<file path="src/rtl/weight_bram_reader.sv">
// rtl/weight_bram_reader.sv - streams DEPTH weights from a single-port BRAM to the MAC
// A two-entry FIFO absorbs MAC backpressure so no BRAM read is ever lost.
module weight_bram_reader #(
  parameter int DATA_W = 16,
  parameter int ADDR_W = 5,
  parameter int DEPTH  = 28
) (
  input  logic              clk_i,
  input  logic              rst_i,
  input  logic              start_i,
  output logic              busy_o,
  output logic              done_o,
  output logic [ADDR_W-1:0] bram_addr_o,
  output logic              bram_en_o,
  output logic              bram_we_o,
  input  logic [DATA_W-1:0] bram_do_i,
  output logic [DATA_W-1:0] w_data_o,
  output logic              w_valid_o,
  input  logic              w_ready_i,
  output logic              w_last_o
);

  typedef enum logic [1:0] {S_IDLE, S_READ, S_DRAIN, S_FIN} state_t;

  localparam logic [ADDR_W-1:0] LAST_ADDR = ADDR_W'(DEPTH - 1);

  state_t              state_q, state_d;
  logic [ADDR_W-1:0]   rd_ptr_q, rd_ptr_d;
  logic [ADDR_W-1:0]   addr_q, addr_d;
  logic                en_q, en_d;
  logic                head_q, head_d;
  logic [1:0]          count_q, count_d;
  logic [DATA_W-1:0]   data_q [0:1];
  logic [DATA_W-1:0]   data_d [0:1];
  logic                last_q [0:1];
  logic                last_d [0:1];

  logic                pop;
  logic                tail;
  logic [2:0]          occ;

  assign w_valid_o   = (count_q != 2'd0);
  assign w_data_o    = data_q[head_q];
  assign w_last_o    = w_valid_o & last_q[head_q];
  assign bram_addr_o = addr_q;
  assign bram_en_o   = en_q;
  assign bram_we_o   = 1'b0;
  assign busy_o      = (state_q == S_READ) || (state_q == S_DRAIN);
  assign done_o      = (state_q == S_FIN);

  assign pop  = w_valid_o & w_ready_i;
  // With count==2 the tail slot is the head slot, which a same-cycle pop frees.
  assign tail = head_q ^ count_q[0];
  // Occupancy including the read in flight; issuing is allowed only below 2.
  assign occ  = {1'b0, count_q} + {2'b00, en_q} - {2'b00, pop};

  always_comb begin
    state_d   = state_q;
    rd_ptr_d  = rd_ptr_q;
    addr_d    = addr_q;
    en_d      = 1'b0;
    head_d    = head_q ^ pop;
    count_d   = count_q + {1'b0, en_q} - {1'b0, pop};
    data_d[0] = data_q[0];
    data_d[1] = data_q[1];
    last_d[0] = last_q[0];
    last_d[1] = last_q[1];

    if (en_q) begin
      data_d[tail] = bram_do_i;
      last_d[tail] = (addr_q == LAST_ADDR);
    end

    case (state_q)
      S_IDLE: begin
        if (start_i) begin
          state_d  = S_READ;
          rd_ptr_d = '0;
        end
      end
      S_READ: begin
        if (occ < 3'd2) begin
          en_d   = 1'b1;
          addr_d = rd_ptr_q;
          if (rd_ptr_q == LAST_ADDR) begin
            state_d = S_DRAIN;
          end else begin
            rd_ptr_d = rd_ptr_q + 1'b1;
          end
        end
      end
      S_DRAIN: begin
        if (pop && last_q[head_q]) begin
          state_d = S_FIN;
        end
      end
      default: begin
        state_d = S_IDLE;
      end
    endcase
  end

  always_ff @(posedge clk_i or posedge rst_i) begin
    if (rst_i) begin
      state_q   <= S_IDLE;
      rd_ptr_q  <= '0;
      addr_q    <= '0;
      en_q      <= 1'b0;
      head_q    <= 1'b0;
      count_q   <= 2'd0;
      data_q[0] <= '0;
      data_q[1] <= '0;
      last_q[0] <= 1'b0;
      last_q[1] <= 1'b0;
    end else begin
      state_q   <= state_d;
      rd_ptr_q  <= rd_ptr_d;
      addr_q    <= addr_d;
      en_q      <= en_d;
      head_q    <= head_d;
      count_q   <= count_d;
      data_q[0] <= data_d[0];
      data_q[1] <= data_d[1];
      last_q[0] <= last_d[0];
      last_q[1] <= last_d[1];
    end
  end

endmodule

</file>
<file path="config.mk">
export PLATFORM = sky130hd
export DESIGN_NAME = weight_bram_reader
export DESIGN_NICKNAME = d
export VERILOG_FILES = /design/src/rtl/weight_bram_reader.sv
export SDC_FILE = /design/constraint.sdc
export NUM_CORES = 1
export LEC_CHECK = 0
export ABC_AREA = 1
export BUFFER_PORTS_ARGS = -buffer_cell sky130_fd_sc_hd__buf_2
export CORE_MARGIN = 2
export CORE_UTILIZATION = 39
export CTS_CLUSTER_DIAMETER = 30
export DETAILED_ROUTE_END_ITERATION = 16
export PLACE_DENSITY = 0.72
export REMOVE_ABC_BUFFERS = 1
export SLEW_MARGIN = 15
export SYNTH_ARGS = -nofsm -noshare
export SYNTH_HDL_FRONTEND = slang
export SYNTH_SLANG_ARGS = --single-unit
</file>
<file path="constraint.sdc">
create_clock -name clk_i -period 3.3 [get_ports clk_i]
set_clock_uncertainty 0.15 [all_clocks]
set_input_delay 0.66 -clock clk_i [delete_from_list [all_inputs] [get_ports clk_i]]
set_output_delay 0.66 -clock clk_i [all_outputs]
set_load 0.05 [all_outputs]
</file>
==> metrics <==
run status=complete, no violations; total of cells resized after clock tree synthesis=0; Worst R2R End=rd_ptr_q[0]$_DFFE_PP0P_; starting utilization of the core area=0.4095; share of flip-flops with an asynchronous set or reset=1.000; Worst setup startpoint=count_q[0]$_DFF_PP0_; TritonCTS clock tree=done; ys flop type=dfrtp_1; ratio of cells with drive above 1 in the final layout=0.1723; most common cell in the synthesized netlist=nand2_1; Worst Max-Slew Pin Slew=567.9 ps; CTS clock-pin slew for the worst setup and hold paths=100 ps; Max Transition Viols Final=0; initial antenna violation count=0; Reg2Reg Depth=14; final worst path period need=2740 ps; worst endpoint required time=3350 ps; total of flip-flops plus latches after synthesis=50; number of synthesized flops with an enable pin=0; worst flop-to-flop path startpoint=count_q[0]$_DFF_PP0_; Mapped Area=2467 um^2; synth cell count leaders=nand2_1, dfrtp_1, inv_1, o21ai_0, nor2_1; startpoint types=flop; setup violation total in the final timing report=0; Area Growth Syn to Fin=15.57%; flop2flop setup slack=560 ps; largest family of logic cells by synthesized area=simple AND/OR/NAND/NOR gates; worst hold path type=input port to asynchronous set/reset pin; worst setup path class=flop to flop; clk buf depth=2; number of instances in the synthesized netlist=311; GRT Util Overall=0.1528; antenna viol nets, final=0; fmax=365.0 MHz; setup_tns=0 ps; Simple-Gate Fraction of Synth Area=0.2378; via/cell ratio=4.751; part of the Yosys area used for sequential elements=0.5071; count of inserted antenna diode cells=0; routed length per placed instance=11.96 um; PortBufs=45; clock root buffer master=clkbuf_8; synthesized area per cell=7.934 um^2; Final #Nets=382; die area=6979 um^2; count of synthesis-stage warnings from yosys=0; type of destination of the critical path=flop; clock latency at the later pin of the worst-skew pair=310 ps; area fraction of the dominant cell type after synthesis=0.5071; most area-consuming cells after synthesis=dfrtp_1, nand2_1, o21ai_0, inv_1, ha_1; number of buffers added to fix hold violations after cts=0; FP Rows=28; starting DRC count in detailed routing=97; number of different library cells in the post-synthesis netlist=25; floorplan die height=83.54 um; post-detailed-routing wire length=5131 um; complex-gate fraction of the synthesized area=0.1116; setup repair after global routing missed its margin=false; global-route wire length before repair=8880 um; Die X=83.54 um; post-CTS setup buffers=0; TritonCTS sink count=50; global placement routability congestion=0.8073; count of endpoints failing hold in the final timing report=0; total half-perimeter wirelength after legalization and detailed placement=3598 um; largest fanout of any net on the critical path=8; post-synthesis share of cell area spent on xor and xnor gates=0.01014; proportion of synthesized area in mux cells=0; area of the core region=6026 um^2; max-cap violations=0; router iterations before antenna repair=4; TritonCTS buffer count=5; synthesized-area fraction occupied by adder cells=0.04868; number of DRC violations after detailed routing=0; signal arrival time at the worst endpoint=2790 ps; number of global-route vias before repair=1992; maximum number of pins on one net before global-route repair=32; overflow left after global routing=0; Tcrit/Tclk final=0.8302; leading area contributor after synthesis=dfrtp_1; boundary pin count=47; detailed-route via count=2038; relative max-transition margin=0.6200; H-tree levels=2
## cells in the final DEF, fill, tap and decap left out, types with 3 or more instances in the layout
cell type  count
nand2_1      103
ha_1           8
nand3_1       11
nor2_1        26
o21ai_0       35
buf_4          3
a21oi_1       16
dfrtp_1       50
buf_2         45
clkbuf_8       5
inv_1         34
## flip-flops by register name, summed over array words and instances (netlist names)
signal and cells:
bram_en_o 1, data_q 32, bram_addr_o 5, head_q 1
rd_ptr_q 5, state_q 2, count_q 2, last_q 2
## layout make-up
type	instances	area, um^2
Multi-Input combinational cell	213	1011
Sequential cell	50	1251
Tap cell	75	93.84
Fill cell	595	3174
Inverter	35	131.4
Timing Repair Buffer	48	247.7
Clock buffer	5	68.82
Clock inverter	3	47.55
## worst max-delay path, stage by stage (launching register included)
cell and delay [ps]:
dfrtp_1 440, nor2_1 200, nor2_1 110, ha_1 290, inv_1 40, ha_1 180, fa_1 450, inv_1 90
nand3_1 70, nand2_1 60, nand2_1 80, inv_1 180, nand2_1 160, nand2_1 90, nand2_1 50
## worst max path at each step
stage | to | cells past startpoint
finish | rd_ptr_q[0]$_DFFE_PP0P_ | 14
floorplan | w_data_o[0] | 1
CTS | rd_ptr_q[0]$_DFFE_PP0P_ | 14
detailed placement | rd_ptr_q[2]$_DFFE_PP0P_ | 15
global route | rd_ptr_q[0]$_DFFE_PP0P_ | 14
global placement | rd_ptr_q[1]$_DFFE_PP0P_ | 15
## cell families (layout without fill, tap and decap cells)
logic type                 count (synthesis)  count (layout)
AOI/OAI and AO/OA                         54              54
xor gates and xnor gates                   2               2
adders and majority gates                  9               9
buffers and inverters                     48              91
DFF                                       50              50
other                                      1               1
and+or+nand+nor                          147             147
## layer usage
layer	vias up	track usage	share of wire
met1	926	0.1989	0.47
met3	7	0.02868	0.053
met2	57	0.2639	0.47
met5	-	0	0
met4	0	0.03666	0.0095
li1	1048	-	-
## metrics by stage
stage               cells    util  area [um^2]  setup slack, ps  hold WS (ps)
floorplan             298       -         2394            641.9         292.2
global placement      421  0.4539         2735            474.6         305.3
detailed placement    421  0.4539         2735            365.8         308.7
CTS                   429  0.4732         2851            573.7         247.4
global route          429  0.4732         2851            317.7         277.2
finish                429  0.4732         2851            560.2         227.2
Power is not shown: default switching activity piles up to over one toggle a cycle in this logic, so the estimate is an artifact.
